==> src/rtl/tdm_demux_2ch.sv <==
// tdm_demux_2ch: routes a tagged input stream into two independent FWFT channel FIFOs
module tdm_demux_2ch #(
   parameter int WIDTH = 8,
   parameter int DEPTH = 4
) (
   input  logic                     clk,
   input  logic                     rst_n,
   input  logic                     in_valid,
   output logic                     in_ready,
   input  logic [WIDTH-1:0]         in_data,
   input  logic                     in_sel,
   output logic                     out0_valid,
   input  logic                     out0_ready,
   output logic [WIDTH-1:0]         out0_data,
   output logic [$clog2(DEPTH):0]   out0_count,
   output logic                     out1_valid,
   input  logic                     out1_ready,
   output logic [WIDTH-1:0]         out1_data,
   output logic [$clog2(DEPTH):0]   out1_count
);
   localparam int AW = $clog2(DEPTH);
   localparam int CW = AW + 1;
   logic [WIDTH-1:0] mem_q [2][DEPTH];
   logic [WIDTH-1:0] mem_d [2][DEPTH];
   logic [AW-1:0]    wr_q [2];
   logic [AW-1:0]    wr_d [2];
   logic [AW-1:0]    rd_q [2];
   logic [AW-1:0]    rd_d [2];
   logic [CW-1:0]    cnt_q [2];
   logic [CW-1:0]    cnt_d [2];
   logic [1:0]       full, valid, rdy, push, pop;
   assign rdy = {out1_ready, out0_ready};
   always_comb begin
      for (int c = 0; c < 2; c++) begin
         full[c]  = cnt_q[c] == CW'(DEPTH);
         valid[c] = cnt_q[c] != '0;
      end
      in_ready = in_sel ? !full[1] : !full[0];
      push     = {in_sel, !in_sel} & {2{in_valid && in_ready}};
      pop      = valid & rdy;
   end
   always_comb begin
      mem_d = mem_q;
      wr_d  = wr_q;
      rd_d  = rd_q;
      cnt_d = cnt_q;
      for (int c = 0; c < 2; c++) begin
         if (push[c]) begin
            mem_d[c][wr_q[c]] = in_data;
            wr_d[c]           = wr_q[c] + 1'b1;
         end
         if (pop[c]) rd_d[c] = rd_q[c] + 1'b1;
         cnt_d[c] = cnt_q[c] + CW'(push[c]) - CW'(pop[c]);
      end
   end
   always_ff @(posedge clk) begin
      if (!rst_n) begin
         mem_q <= '{default: '0};
         wr_q  <= '{default: '0};
         rd_q  <= '{default: '0};
         cnt_q <= '{default: '0};
      end else begin
         mem_q <= mem_d;
         wr_q  <= wr_d;
         rd_q  <= rd_d;
         cnt_q <= cnt_d;
      end
   end
   assign out0_valid = valid[0];
   assign out1_valid = valid[1];
   assign out0_data  = mem_q[0][rd_q[0]];
   assign out1_data  = mem_q[1][rd_q[1]];
   assign out0_count = cnt_q[0];
   assign out1_count = cnt_q[1];
endmodule

==> config.mk <==
export PLATFORM = sky130hd
export DESIGN_NAME = tdm_demux_2ch
export DESIGN_NICKNAME = d
export VERILOG_FILES = /design/src/rtl/tdm_demux_2ch.sv
export SDC_FILE = /design/constraint.sdc
export NUM_CORES = 1
export LEC_CHECK = 0
export ABC_AREA = 1
export CORE_MARGIN = 5
export CORE_UTILIZATION = 56
export DETAILED_ROUTE_END_ITERATION = 16
export HOLD_SLACK_MARGIN = 0.03
export MAX_ROUTING_LAYER = met4
export PLACE_DENSITY = 0.79
export SLEW_MARGIN = 10
export SYNTH_ARGS = -nofsm -noshare
export SYNTH_HDL_FRONTEND = slang
export SYNTH_SLANG_ARGS = --single-unit
==> constraint.sdc <==
create_clock -name clk -period 3 [get_ports clk]
set_clock_uncertainty 0.15 [all_clocks]
set_input_delay 0.9 -clock clk [delete_from_list [all_inputs] [get_ports clk]]
set_output_delay 0.9 -clock clk [all_outputs]
set_load 0.005 [all_outputs]
==> flow_summary.ini, run 1 <==
[cts]
hold_buffers = 0
clkLatencyLatePin_ns = 0.35
numCtsBuffers = 9
ctsRootBufferMaster = clkbuf_8
clock_sinks = 78
clkTransAtPathRegs_ns = 0.07
h-tree-depth = 3
cts_tree = done
clk_path_buf_depth = 2

[worst_setup_path]
worst_ep_arrival_time_ns = 1.87
reg2reg_depth = 12
criticalPathCategory = in -> out
startpoint_type = input port
cp_slowest_cell = clkdlybuf4s50_1
cp-endpoint = in_ready
path_buf_inv = 2
worst_ep_required_time_ns = 1.95
worst-path-stages = 5
endpoint_kind = output port
path_max_fanout = 3
r2r_slack_ns = 0.83
path_cells = dlygate4sd2_1 -> nor2_1 -> nand2_2 -> o21a_1 -> clkdlybuf4s50_1
r2r-start = out0_count[2]$_SDFF_PN0_
cpPeakStageDelay_ns = 0.43
cpLargestDelayFamily = buffers and inverters
reg2reg_to = out1_count[2]$_SDFF_PN0_
crit_start = in_sel

[layout]
multi_input_area_mm2 = 0.001772
final-seq-area_mm2 = 0.001565
drive_gt1_share_pct = 8.618
diodes = 0
nets = 581
nFillCells = 540
area_growth_pct = 20.57
fin_util_pct = 68.77

[floorplanning]
die_h_um = 90.19
rows = 29
start_util_pct = 57.04
dieWidth_um = 90.19
core_area_mm2 = 0.006314
ios = 39
dieArea_mm2 = 0.008134

[power]
pwr-share-seq_pct = 37.1
p_int_uw = 2338
ir_worst_vdd_mv = 0.5397
switchingPower_uw = 1048
leakagePower_uw = 0.001882
power_frac_clock_pct = 28.9
swShare_pct = 30.96
p_comb_share_pct = 33.9
power.density_mw_per_mm2 = 779.9

[logic_synthesis]
ys_ff_latch = 78
yosysWarnings = 0
syn_avg_cell_area_um2 = 7.075
ys_seq_area_share_pct = 43.36
netlist_area_mm2 = 0.003601
synth.distinct_cells = 23
syn_inst = 509
ys_async_sr_fraction_pct = 0
yosys_most_used_dff = dfxtp_1
synth-edff-count = 0
synth_fp_nets = 537

[grt]
track_usage_pct = 20.96
grt_pass1_wl_mm = 14.14
overflow = 0
grt_start_max_net_pins = 39
antenna_found_initial = 0
first_global_vias = 3128

[sta]
setup_viol = 0
fmax_mhz = 342.4
slew_viol_final = 0
setup-tns-final_ns = 0
finalCriticalPeriod_ns = 2.921
period_share_pct = 97.36
rsz0062_at_grt = false
worstMarginPinSlew_ns = 0.3862
fin_hold_ws_ns = 0.3194
slew-limit-headroom_pct = 74.19
finalHoldViolations = 0

[flow_run]
maxCapViolCount = 0

[placed_design]
numPortBuffers = 38
dpl.hpwl_mm = 5.644
gp_congestion = 0.8043

[route]
route.detailed.drc = 0
via_count = 3310
ant_nets = 0
avgRoutedWirePerCell_um = 12.65
routed_wl_mm = 8.021
drt_iter0_drc = 183
firstDrtPassIters = 4
viasPerCell = 5.221

[min_path]
min_path_type = reg -> reg

[status]
outcome = finished clean
-- sequential cells by signal, summed over array words and instances (netlist names) --
signal / flops
out0_count: 3
rd_q: 4
wr_q: 4
mem_q: 64
out1_count: 3
-- metrics by stage --
step	setup slack, ns	total power [µW]	instances	cell area (µm²)
finish	0.07905	3386	634	4342
global route	0.006603	3607	634	4342
CTS	0.02161	3374	630	4299
detailed placement	-0.1722	2399	615	4045
global placement	-0.1691	2351	615	4045
floorplan	0.4137	1887	509	3601
-- cell usage in the layout (no fill, tap or decap), types with 2 or more instances in the layout --
cell / Yosys / final
inv_1: 42 / 38
ha_1: 12 / 12
clkbuf_8: 0 / 12
nor2_4: 7 / 7
fa_1: 2 / 2
bufinv_16: 0 / 3
clkdlybuf4s50_1: 0 / 36
o22ai_1: 16 / 16
buf_4: 0 / 11
inv_2: 1 / 3
a21oi_1: 15 / 15
nand2_1: 89 / 89
dfxtp_1: 78 / 77
o21ai_0: 64 / 63
nor2_1: 153 / 153
clkinvlp_4: 0 / 3
xor2_1: 3 / 3
nand3_2: 2 / 2
-- how the worst min path moves through the flow --
stage,start,cells after the start,to
finish,mem_q[35]$_SDFFE_PN0P_,2,mem_q[35]$_SDFFE_PN0P_
global placement,mem_q[34]$_SDFFE_PN0P_,2,mem_q[34]$_SDFFE_PN0P_
floorplan,mem_q[32]$_SDFFE_PN0P_,2,mem_q[32]$_SDFFE_PN0P_
detailed placement,mem_q[38]$_SDFFE_PN0P_,2,mem_q[38]$_SDFFE_PN0P_
global route,mem_q[35]$_SDFFE_PN0P_,2,mem_q[35]$_SDFFE_PN0P_
CTS,mem_q[38]$_SDFFE_PN0P_,2,mem_q[38]$_SDFFE_PN0P_
-- final cells by class --
class                      count  area share, %
multi-input combinational    368          40.81
sequential                    78          36.05
timing repair buffer          50          10.78
inverter                      44          3.977
clock buffer                  12          3.804
tap                           77          2.219
clock inverter                 3          2.075
timing repair inverter         2         0.2882
-- synth_stat cells (2+ instances only) --
cell type	instances	share of area (%)
fa_1	2	1.1
a21oi_1	15	2.1
o21ai_0	64	8.9
buf_1	2	0.21
clkbuf_1	12	1.3
ha_1	12	4.2
dfxtp_1	78	43
xor2_1	3	0.73
nand2_1	89	9.3
nor2_1	153	16
buf_6	4	1.3
nand3_2	2	0.56
nor2_4	7	2.2
o22ai_1	16	2.8
inv_1	42	4.4
-- repair_timing --
item,4_1_cts,5_1_grt
gates resized for setup,1,9
buffers inserted,0,2
setup endpoints to repair,1,16
gates cloned,0,2
-- tightest hold or removal path: cells and delay by family (launching register included) --
kind | cells | cell delay [ns]
DFF | 1 | 0.31
and+or+nand+nor | 1 | 0.06
AOI/OAI and AO/OA | 1 | 0.05
-- power by group through the flow --
stage	sequential (µW)	clock (µW)	combinational, µW
5_1_grt	1270	1040	1290
4_1_cts	1240	994	1140
6_report	1260	979	1150
2_1_floorplan	1240	0	642
3_3_place_gp	1260	0	1090
3_5_place_dp	1270	0	1130
-- cell families after synthesis --
group / Yosys count / share of synthesized area, %
compound gates: 96 / 13.97
xor+xnor: 3 / 0.7298
fa+ha+maj: 14 / 5.281
buf+inv: 63 / 7.435
flops: 78 / 43.36
simple gates: 255 / 29.22
-- metal layers --
| metal | track usage (%) | wire length [µm] |
|---|---|---|
| met2 | 33.96 | 3991 |
| met3 | 4.758 | 406 |
| met5 | - | 0 |
| met1 | 25.74 | 3544 |
| met4 | 7.196 | 80 |
No activity file was read; power rests on OpenSTA's default activity.
==> run 2, diff against run 1 <==
- CELL_PAD_IN_SITES_DETAIL_PLACEMENT: not set -> 2
- CELL_PAD_IN_SITES_GLOBAL_PLACEMENT: not set -> 2
- CORE_UTILIZATION: 56 -> 32
- CTS_CLUSTER_SIZE: not set -> 28
- PLACE_DENSITY: 0.79 -> not set
- PLACE_DENSITY_LB_ADDON: not set -> 0.1
- clock period: 3 -> 3.15 ns (I/O delays scaled with it)
==> run 2 against run 1 <==
Wire length up 41%. Combinational power hardly changed. Largest power group is now clock. First-iteration DRC count down 46%.
==> flow_summary.ini, run 2 (synthesized netlist as in run 1, its figures left out) <==
[sta]
worstMarginPinSlew_ns = 0.4602
slew_viol_final = 0
rsz0062_at_grt = false
setup_viol = 0
setup-tns-final_ns = 0
finalHoldViolations = 0
fmax_mhz = 327.7
finalCriticalPeriod_ns = 3.052
period_share_pct = 96.88
fin_hold_ws_ns = 0.3240
slew-limit-headroom_pct = 69.25

[cts]
clkLatencyLatePin_ns = 0.35
ctsRootBufferMaster = clkbuf_16
numCtsBuffers = 9
clk_path_buf_depth = 2
hold_buffers = 0
clkTransAtPathRegs_ns = 0.07
cts_setup_buffers = 0
clock_sinks = 78
cts_tree = done
ctsResizeCount = 2
h-tree-depth = 3

[layout]
largest_reg_flops = 64
nFillCells = 1302
nets = 577
layout_commonest_cell = nor2_1
top_register = mem_q
drive_gt1_share_pct = 7.581
layoutNonFillerInstCount = 694
largestRegisters = mem_q (64), rd_q (4), wr_q (4)
area_growth_pct = 24.53
fin_util_pct = 41.01
final_cell_mix = nor2_1 (153), nand2_1 (89), dfxtp_1 (78)
diodes = 0

[worst_setup_path]
worst_ep_required_time_ns = 2.05
worst_ep_arrival_time_ns = 1.96
cpPeakStageDelay_ns = 0.44
startpoint_type = input port
cp_slowest_cell = clkdlybuf4s50_1
r2r_slack_ns = 0.91
path_max_fanout = 3
endpoint_kind = output port
reg2reg_to = out1_count[2]$_SDFF_PN0_
criticalPathCategory = in -> out
reg2reg_depth = 12
path_cells = dlygate4sd2_1 -> nor2_1 -> nand2_2 -> o21a_1 -> clkdlybuf4s50_1
r2r-start = out0_count[2]$_SDFF_PN0_

[placed_design]
dpl.hpwl_mm = 7.875
gp_congestion = 0.7763
dp_cells = 678
numPortBuffers = 38

[route]
ant_nets = 0
routed_wl_mm = 11.28
via_count = 3406
avgRoutedWirePerCell_um = 16.26
drt_iter0_drc = 98
route.detailed.drc = 0
viasPerCell = 4.908
firstDrtPassIters = 4

[floorplanning]
dieArea_mm2 = 0.01347
dieWidth_um = 116.1
die_h_um = 116.1
rows = 38
ios = 39
start_util_pct = 32.93
core_area_mm2 = 0.01094

[min_path]
min_path_cells = 2
worstHoldEndpoint = mem_q[35]$_SDFFE_PN0P_
holdCritStartpoint = mem_q[35]$_SDFFE_PN0P_
min_path_type = reg -> reg

[grt]
first_global_vias = 3617
antenna_found_initial = 0
grt_start_max_net_pins = 56
track_usage_pct = 18.63
grt_pass1_wl_mm = 18.80
overflow = 0

[power]
ir_worst_vdd_mv = 0.4587
leakagePower_uw = 0.001915
power.density_mw_per_mm2 = 797.9

[status]
outcome = finished clean

[flow_run]
maxCapViolCount = 0
run 2: cell type report:
cell class	count	area (µm²)	share of cell area, %
clock inverters	7	120.1	2.679
repair buffers	48	461.7	10.30
well taps	140	175.2	3.906
flip-flops and latches	78	1562	34.82
multi-input cells	368	1772	39.51
clock buffers	9	225.2	5.022
inverters	44	168.9	3.767
run 2: routing by layer:
metal | track usage (%) | vias up | share of wire (%) | wire [µm]
met3 | 4.334 | 13 | 2.5 | 277
met5 | - | - | 0 | 0
met1 | 21.34 | 1672 | 44 | 5006
li1 | - | 1685 | - | -
met2 | 32.64 | 36 | 52 | 5893
met4 | 4.950 | 0 | 0.94 | 106
run 2: stage by stage:
step	total power [µW]	cell area [µm²]	setup slack [ns]
2_1_floorplan	1797	3601	0.5187
3_3_place_gp	2314	4136	-0.1236
3_5_place_dp	2379	4136	-0.1627
4_1_cts	3639	4481	0.007301
5_1_grt	3808	4484	0.001573
6_report	3578	4484	0.09834
run 2: where the power goes:
part,switching (µW),internal (µW),leakage (µW)
registers,93.4,1100,0.000634
clock network,454,779,0.000166
logic,616,536,0.00111
total,1160,2410,0.00191
run 2: how the worst max path moves through the flow:
| stage | startpoint | slack [ns] | cells after the start | end |
|---|---|---|---|---|
| 3_3_place_gp | in_sel | -0.12 | 5 | in_ready |
| 6_report | in_sel | 0.1 | 5 | in_ready |
| 4_1_cts | rd_q[2]$_SDFFE_PN0P_ | 0.007 | 4 | out0_data[4] |
| 5_1_grt | rd_q[2]$_SDFFE_PN0P_ | 0.002 | 4 | out0_data[6] |
| 2_1_floorplan | in_sel | 0.52 | 10 | out1_count[2]$_SDFF_PN0_ |
| 3_5_place_dp | in_sel | -0.16 | 5 | in_ready |
run 2: critical path, delay by kind of cell:
family	cells	cell delay [ns]
AOI/OAI and AO/OA	1	0.11
and+or+nand+nor	2	0.20
buffers and inverters	2	0.70
